$ cat src/rtl/debounce_pkg.sv
// Shared types and default timing constants for the key debouncer.
// Counter widths are sized with the countWidth helper.
package debounce_pkg;

    typedef enum logic [1:0] {
        IDLE      = 2'd0,
        RISE_WAIT = 2'd1,
        HIGH      = 2'd2,
        FALL_WAIT = 2'd3
    } state_t;

    localparam int DEFAULT_DEBOUNCE_CYCLES = 1000000;
    localparam int DEFAULT_REPEAT_DELAY    = 25000000;
    localparam int DEFAULT_REPEAT_PERIOD   = 5000000;

    function automatic int countWidth(input int maxValue);
        return (maxValue < 1) ? 1 : $clog2(maxValue + 1);
    endfunction

endpackage

$ cat src/rtl/cycle_counter.sv
// Up-counter with synchronous clear (priority over enable) and a flag that is
// high when the next enabled cycle would reach TERMINAL.
module cycle_counter #(
    parameter int WIDTH    = 4,
    parameter int TERMINAL = 4
) (
    input  logic             clk,
    input  logic             reset,
    input  logic             clear_i,
    input  logic             enable_i,
    output logic [WIDTH-1:0] count_o,
    output logic             last_o
);

    logic [WIDTH-1:0] count_q;

    always_ff @(posedge clk) begin
        if (reset || clear_i) begin
            count_q <= '0;
        end else if (enable_i) begin
            count_q <= count_q + 1'b1;
        end
    end

    assign count_o = count_q;
    assign last_o  = (count_q == WIDTH'(TERMINAL - 1));

endmodule

$ cat src/rtl/debounce_edge.sv
// Debounces a synchronized key level into a clean level plus press/release strobes.
// Define DEBOUNCE_AUTOREPEAT_EN to add auto-repeat press strobes while the key is held.
module debounce_edge
    import debounce_pkg::*;
#(
    parameter int DEBOUNCE_CYCLES = DEFAULT_DEBOUNCE_CYCLES,
    parameter int REPEAT_DELAY    = DEFAULT_REPEAT_DELAY,
    parameter int REPEAT_PERIOD   = DEFAULT_REPEAT_PERIOD
) (
    input  logic clk,
    input  logic reset,
    input  logic in_i,
    output logic level_o,
    output logic press_o,
    output logic release_o
);

    localparam int DEB_W = countWidth(DEBOUNCE_CYCLES);

    state_t state_q, state_d;
    logic level_q, level_d;
    logic press_q, release_q;
    logic risePress_d, release_d, repPress;
    logic debClear, debEnable, debLast;
    logic [DEB_W-1:0] debCount_unused;

    cycle_counter #(.WIDTH(DEB_W), .TERMINAL(DEBOUNCE_CYCLES)) debCounter (
        .clk      (clk),
        .reset    (reset),
        .clear_i  (debClear),
        .enable_i (debEnable),
        .count_o  (debCount_unused),
        .last_o   (debLast)
    );

    always_ff @(posedge clk) begin
        if (reset) begin
            state_q   <= IDLE;
            level_q   <= 1'b0;
            press_q   <= 1'b0;
            release_q <= 1'b0;
        end else begin
            state_q   <= state_d;
            level_q   <= level_d;
            press_q   <= risePress_d | repPress;
            release_q <= release_d;
        end
    end

    // The counter holds matches already seen, so debLast means this sample is the final one.
    always_comb begin
        state_d     = state_q;
        level_d     = level_q;
        risePress_d = 1'b0;
        release_d   = 1'b0;
        debClear    = 1'b0;
        debEnable   = 1'b0;
        case (state_q)
            IDLE: begin
                if (in_i) begin
                    state_d   = RISE_WAIT;
                    debEnable = 1'b1;
                end
            end
            RISE_WAIT: begin
                if (!in_i) begin
                    state_d  = IDLE;
                    debClear = 1'b1;
                end else if (debLast) begin
                    state_d     = HIGH;
                    level_d     = 1'b1;
                    risePress_d = 1'b1;
                    debClear    = 1'b1;
                end else begin
                    debEnable = 1'b1;
                end
            end
            HIGH: begin
                if (!in_i) begin
                    state_d   = FALL_WAIT;
                    debEnable = 1'b1;
                end
            end
            FALL_WAIT: begin
                if (in_i) begin
                    state_d  = HIGH;
                    debClear = 1'b1;
                end else if (debLast) begin
                    state_d   = IDLE;
                    level_d   = 1'b0;
                    release_d = 1'b1;
                    debClear  = 1'b1;
                end else begin
                    debEnable = 1'b1;
                end
            end
            default: begin
                state_d  = IDLE;
                level_d  = 1'b0;
                debClear = 1'b1;
            end
        endcase
    end

`ifdef DEBOUNCE_AUTOREPEAT_EN
    localparam int REP_MAX = (REPEAT_DELAY > REPEAT_PERIOD) ? REPEAT_DELAY : REPEAT_PERIOD;
    localparam int REP_W   = countWidth(REP_MAX);

    logic             repClear, repEnable, repDelayLast, repHit;
    logic             repeating_q, repeating_d;
    logic [REP_W-1:0] repCount;

    cycle_counter #(.WIDTH(REP_W), .TERMINAL(REPEAT_DELAY)) repCounter (
        .clk      (clk),
        .reset    (reset),
        .clear_i  (repClear),
        .enable_i (repEnable),
        .count_o  (repCount),
        .last_o   (repDelayLast)
    );

    always_ff @(posedge clk) begin
        if (reset) begin
            repeating_q <= 1'b0;
        end else begin
            repeating_q <= repeating_d;
        end
    end

    assign repHit = repeating_q ? (repCount == REP_W'(REPEAT_PERIOD - 1)) : repDelayLast;

    // Only counts while staying in HIGH; any exit or fresh entry restarts from the initial delay.
    always_comb begin
        repClear    = 1'b1;
        repEnable   = 1'b0;
        repPress    = 1'b0;
        repeating_d = 1'b0;
        if (state_q == HIGH && in_i) begin
            repClear    = 1'b0;
            repeating_d = repeating_q;
            if (repHit) begin
                repPress    = 1'b1;
                repClear    = 1'b1;
                repeating_d = 1'b1;
            end else begin
                repEnable = 1'b1;
            end
        end
    end
`else
    localparam int repeatParams_unused = REPEAT_DELAY + REPEAT_PERIOD;
    assign repPress = 1'b0;
`endif

    assign level_o   = level_q;
    assign press_o   = press_q;
    assign release_o = release_q;

endmodule
$ cat config.mk
export PLATFORM = sky130hd
export DESIGN_NAME = debounce_edge
export DESIGN_NICKNAME = d
export VERILOG_FILES = /design/src/rtl/debounce_pkg.sv /design/src/rtl/cycle_counter.sv /design/src/rtl/debounce_edge.sv
export SDC_FILE = /design/constraint.sdc
export NUM_CORES = 1
export LEC_CHECK = 0
export ABC_AREA = 1
export BUFFER_PORTS_ARGS = -buffer_cell sky130_fd_sc_hd__buf_2
export CORE_MARGIN = 4
export CORE_UTILIZATION = 59
export CTS_CLUSTER_DIAMETER = 200
export DETAILED_ROUTE_END_ITERATION = 12
export GPL_TIMING_DRIVEN = 0
export PLACE_DENSITY = 0.89
export SYNTH_ARGS = -nofsm -noshare
export SYNTH_HDL_FRONTEND = slang
export SYNTH_HIERARCHICAL = 1
export SYNTH_SLANG_ARGS = --single-unit
$ cat constraint.sdc
create_clock -name clk -period 2.4 [get_ports clk]
set_input_delay 0.36 -clock clk [delete_from_list [all_inputs] [get_ports clk]]
set_output_delay 0.36 -clock clk [all_outputs]
set_load 0.01 [all_outputs]
**After elaboration in Yosys (flattened, before gate mapping)**

Index checks and enable logic that the tools add are counted.

- Register bits: 25
- Input port bits: 3
- Output and inout bits: 3
- Logic and storage cells: 50

- Add/subtract/negate cells: 1
- Eq/ne operators: 12
- Mux-type cells: 22
- Bitwise logic cells: 3
- Reduce and logical (&&, ||, !) cells: 7

Operator list:

| operator | number |
|---|---|
| 20-bit by 1-bit adder with 20-bit output (second input constant) | 1 |
| 20-bit equality test (second input constant) | 1 |
| 1-bit 2-to-1 mux | 12 |
| 2-bit 2-to-1 mux | 6 |
| 2-bit != test (second input constant) | 4 |
| 2-bit case mux with 4 select lines | 1 |
| 3-bit by 2-bit != test with 1-bit output (second input constant) | 2 |
| 3-bit OR reduction | 2 |
| 5-bit AND reduction | 1 |
| 2-bit equality test (second input constant) | 2 |
| 2-bit by 1-bit != test with 1-bit output (second input constant) | 2 |
| 1-bit case mux with 2 select lines | 2 |
| 1-bit case mux with 4 select lines | 1 |
| 4-bit AND reduction | 1 |
| 1-bit NOT | 3 |
| 2-bit by 1-bit equality test with 1-bit output (second input constant) | 1 |
| 2-bit logical NOT | 1 |
| 2-bit nonzero test | 1 |
| 1-bit logical OR | 1 |

**Longest topological paths before layout**

- Depth in word-level cells: 5
- Gate-level depth with buffers: 15
- Mapped depth without buffers: 15

**Cells and area by module**

Netlist, hierarchy kept.

By module, submodules not included:

| module | instances | cells each | area each (um^2) | sequential area each (um^2) |
|---|---|---|---|---|
| cycle_counter | 1 | 177 | 1141.1 | 400.4 |
| debounce_edge | 1 | 29 | 210.2 | 100.1 |

**Worst setup path before layout**

Ideal clock, no wire load.

- Path kind: reg-to-reg
- Start: register debCounter.count_q[0] (netlist: debCounter/count_o[0])
- End: register debCounter.count_q[18] (netlist: debCounter/count_o[18])
- Setup time: 0.115 ns
- Arrival: 1.902 ns
- Required time: 2.285 ns
- Path slack: 0.383 ns
- Cell stages (with the launch flop): 16
- Path buffers: 0
- Period minus slack after synthesis: 2.017 ns
- Path through: dfxtp_1 > ha_1 > nand3_1 > nor2_1 > nand4_1 > nor3_1 > nand2_2 > inv_2 > nor2_1 > inv_2 > nor2_2 > nand2_2 > nor2_1 > nand3_1 > nand2_1 > nor2_1

- Elaborated cells between the ends (all ways): 11
- Those cells by class: add/sub: 1; eq/ne: 1; mux: 8; reduce/logical: 1

RTL lines:

| element | line | RTL |
|---|---|---|
| start, declared | cycle_counter.sv:15 | `logic [WIDTH-1:0] count_q;` |
| start signal, assigned | cycle_counter.sv:21 | `count_q <= count_q + 1'b1;` |
| 20-bit equality test (*) | cycle_counter.sv:26 | `assign last_o = (count_q == WIDTH'(TERMINAL - 1));` |
| via debLast | debounce_edge.sv:24 | `logic debClear, debEnable, debLast;` |
| 1-bit 2-to-1 mux (*) | debounce_edge.sv:69, debounce_edge.sv:88 |  |
| 1-bit 2-to-1 mux (on tied branches) | debounce_edge.sv:85, debounce_edge.sv:66 |  |
| 1-bit case mux with 4 select lines (*) | debounce_edge.sv:58 | `case (state_q)` |
| via debEnable | debounce_edge.sv:24 |  |

Mark *: on every way through the listed nets, which the timed path passes. The rest lies on a longest branch.
A chain may end at the register's enable or synchronous reset.

**Final worst setup path**

- Start: register debCounter.count_q[0] (netlist: debCounter/count_o[0])
- End: register debCounter.count_q[19] (netlist: debCounter/count_o[19])

Same word-level chain as after synthesis.

==> metrics.md <==
| Metric | Value |
|---|---|
| Syn Inst Count | `206` |
| Synthesized area per cell | `6.560 um^2` |
| First DRT Iteration DRCs | `37` |
| Gr usage total | `16.86%` |
| Reg2reg setup slack | `230 ps` |
| CP Max Fanout | `7` |
| Layout Utilization | `66.02%` |
| DRC | `0` |
| Synth-to-Final Area Change | `7.037%` |
| Synthesis Warnings | `6` |
| Vias in the first global route | `1,054` |
| Lkg Pwr | `0.6423 nW` |
| Worst-path clk slew | `140 ps` |
| Hold Vio Cnt, Final | `0` |
| Die area | `3120 um^2` |
| Worst skew pair latency | `320 ps` |
| Core Region | `2191 um^2` |
| Vias/cell | `5.177` |
| Worst R2R Path Depth | `14` |
| Fin nets | `220` |
| Postcts setup bufs | `0` |
| Post-synthesis adder-cell area fraction | `0.9259%` |
| Synth Area in Simple Gates | `45.00%` |
| H-Tree Depth | `1` |
| Worst path buffer plus inverter count | `2` |
| Pwr dens | `447.6 nW/um^2` |
| VDD IR-drop max | `0.3813 mV` |
| Die extent in x | `55.86 um` |
| Worst path top cell family by delay | `simple AND/OR/NAND/NOR gates` |
| CP arrival | `2410 ps` |
| Rel. slew slack | `70.48%` |
| CP dominant cell by count | `nor2_1` |
| Compound-cell area share of the yosys netlist | `8.333%` |
| Mux contribution to synthesized area | `0%` |
| Max Slew Vio Count | `0` |
| Multi-input gate area | `740.7 um^2` |
| Final setup vio count | `0` |
| GPL Wtd Cong | `0.8489` |
| Cell count along the critical path | `14` |
| Max incr delay on CP | `400 ps` |
| Clock root buffer | `clkbuf_4` |
| Layout cell share with drive strength beyond 1 | `14.88%` |
| Num CTS Buffers | `3` |
| Synth Area in XOR/XNOR | `0%` |
| Max-cap violations | `0` |
| Run status | `completed` |
| Clk buf depth | `2` |
| Final wirelength | `2606 um` |
| Worst reg2reg startpoint | `debCounter/count_o[0]` |
| Most common cell after layout, fill and taps aside | `nand2_1` |
| Number of port buffers | `5` |
| Slew at the pin closest to its max-slew limit | `441.1 ps` |
| Top Metal Used | `met4` |
| Post-DR wirelength/cell | `10.72 um` |
| Hold_buf cts | `0` |
| Met1 WL | `1272 um` |
| I/O pin count | `6` |
| 1st-pass router iterations | `4` |
| Crit Reg-Reg Endpoint | `debCounter/count_o[19]` |
| Via count | `1,258` |
| Die Span Y | `55.86 um` |
| Largest net degree at the start of global routing | `15` |
| Tcrit/Tclk final | `90.57%` |
| Combinational family with the most area after synthesis | `simple AND/OR/NAND/NOR gates` |
| CP Data Required Time | `2640 ps` |
| Hold Path Class | `in2reg` |
| Filler Cell Count | `201` |
| Most frequent cells in the layout | `45 x nand2_1, 38 x nor2_1, 25 x inv_1, 25 x dfxtp_1, 16 x nand3_1` |
| Cell Rows | `17` |
| Final Skew | `8.589 ps` |
| Sequential-to-total area share from yosys stat | `37.04%` |
| Post-route minimum period | `2174 ps` |
| Synth Cell Area | `1351 um^2` |
| Cell variety after synth | `24` |
| Antenna Nets Post-Route | `0` |
| WS Path Type | `reg2reg` |
| FF+latch area | `500.5 um^2` |
| Grt ovf | `0` |
| Slowest CP cell | `dfxtp_1` |
| Power after layout | `0.0006474 W` |
| Register bit total from synthesis | `25` |
| Critical Path End Type | `flip-flop` |
| Crit. Startpoint | `debCounter/count_o[0]` |
| Syn nets | `210` |
| Crit path to | `debCounter/count_o[19]` |
| Initial Utilization | `61.68%` |
| CTS tree | `yes` |
| Detail Route met3 WL | `81 um` |
| Fmax | `460.0 MHz` |
| Worst path cell trace | `ha_1 -> nand3_1 -> nor2_1 -> nand4_1 -> nor3_1 -> nand2_2 -> inv_2 -> nor2_4 -> inv_2 -> nor2_1 -> nand2_1 -> nor2_1 -> a21oi_1 -> nor2_1` |
| Clock sink total | `25` |
| Post-CTS resize count | `0` |
| First-pass GRT wire length | `4271 um` |
| DR WL met2 | `1223 um` |
| Antenna violations before repair | `0` |
| HPWL Detailed | `2020 um` |
| N_diodes | `0` |
| Crit start category | `flip-flop` |
==> metrics by stage <==
stage,setup WS (ps),hold slack (ps),cell area (um^2),setup TNS [ps],cells
3_5_place_dp,46.38,471.5,1411,0,239
3_3_place_gp,82.89,466.1,1411,0,239
6_report,226.2,263.8,1446,0,243
4_1_cts,39.91,256.3,1439,0,243
2_1_floorplan,383.3,429.6,1351,0,206
5_1_grt,-10.34,261.4,1446,-10.34,243
==> cells in the mapped netlist <==
cell      count  area share, %
nor2_4        4            3.3
o21ai_1       2           0.74
buf_2         1           0.37
nor3_1        5            1.9
a211oi_1      1           0.56
nand4_1       6            2.8
inv_1        25            6.9
nand2_1      45             12
nor2_8        1            1.5
nand3_1      16            5.9
a21oi_1      13            4.8
nand2_2       6            2.8
and3_1        1           0.46
and3_2        1           0.56
o21bai_1      1           0.56
o21a_1        1           0.56
nor3_2        1           0.74
nor2_2        2           0.93
o21ai_0       3            1.1
ha_1          1           0.93
nor2_1       39             11
nand2_4       1           0.83
dfxtp_1      25             37
inv_2         5            1.4
==> state kept, by name (all words and copies together) (netlist names), named ones only <==
register	flops
press_o	1
release_o	1
level_o	1
debCounter/count_o	20
state_q	1
==> per-layer routing <==
metal  global-route usage, %  vias to the layer above
met2                   27.53                       21
met1                   22.79                      558
li1                        -                      675
met5                       0                        -
met4                   5.085                        0
met3                   2.784                        4
==> cells by family (layout without fill, tap and decap cells) <==
logic type	count (synthesis)	after routing
buffers and inverters	31	40
AOI/OAI and AO/OA	21	21
DFF	25	25
adders and majority gates	1	1
and+or+nand+nor	128	128
==> worst reg2reg max path, cell delays in order, from the launching register on <==
cell,delay [ps]
dfxtp_1,400
ha_1,230
nand3_1,170
nor2_1,120
nand4_1,90
nor3_1,240
nand2_2,130
inv_2,130
nor2_4,80
inv_2,120
nor2_1,60
nand2_1,80
nor2_1,60
a21oi_1,130
nor2_1,60
==> how the worst min path moves through the flow <==
stage	from	end	depth (start not counted)
after global routing	reset	state_q[0]	2
after global placement	flip-flop	release_o	2
after CTS	reset	state_q[0]	2
after detailed placement	flip-flop	release_o	2
after floorplan	reset	state_q[0]	1
final	reset	state_q[0]	2
==> report_power, final <==
group | total [W] | internal, W | switching, W | leakage, nW
clock network | 0.000190 | 0.0000625 | 0.000128 | 0.0177
registers | 0.000422 | 0.000419 | 0.00000305 | 0.202
logic | 0.0000353 | 0.0000112 | 0.0000241 | 0.423
==> final cells by class <==
| class | count | area share, % |
|---|---|---|
| multi-input combinational | 150 | 51.21 |
| sequential | 25 | 34.60 |
| inverter | 30 | 7.785 |
| tap | 28 | 2.422 |
| timing repair buffer | 5 | 1.730 |
| clock buffer | 3 | 1.557 |
| clock inverter | 1 | 0.3460 |
| buffer | 1 | 0.3460 |
Power figures use the tool's default switching activity.
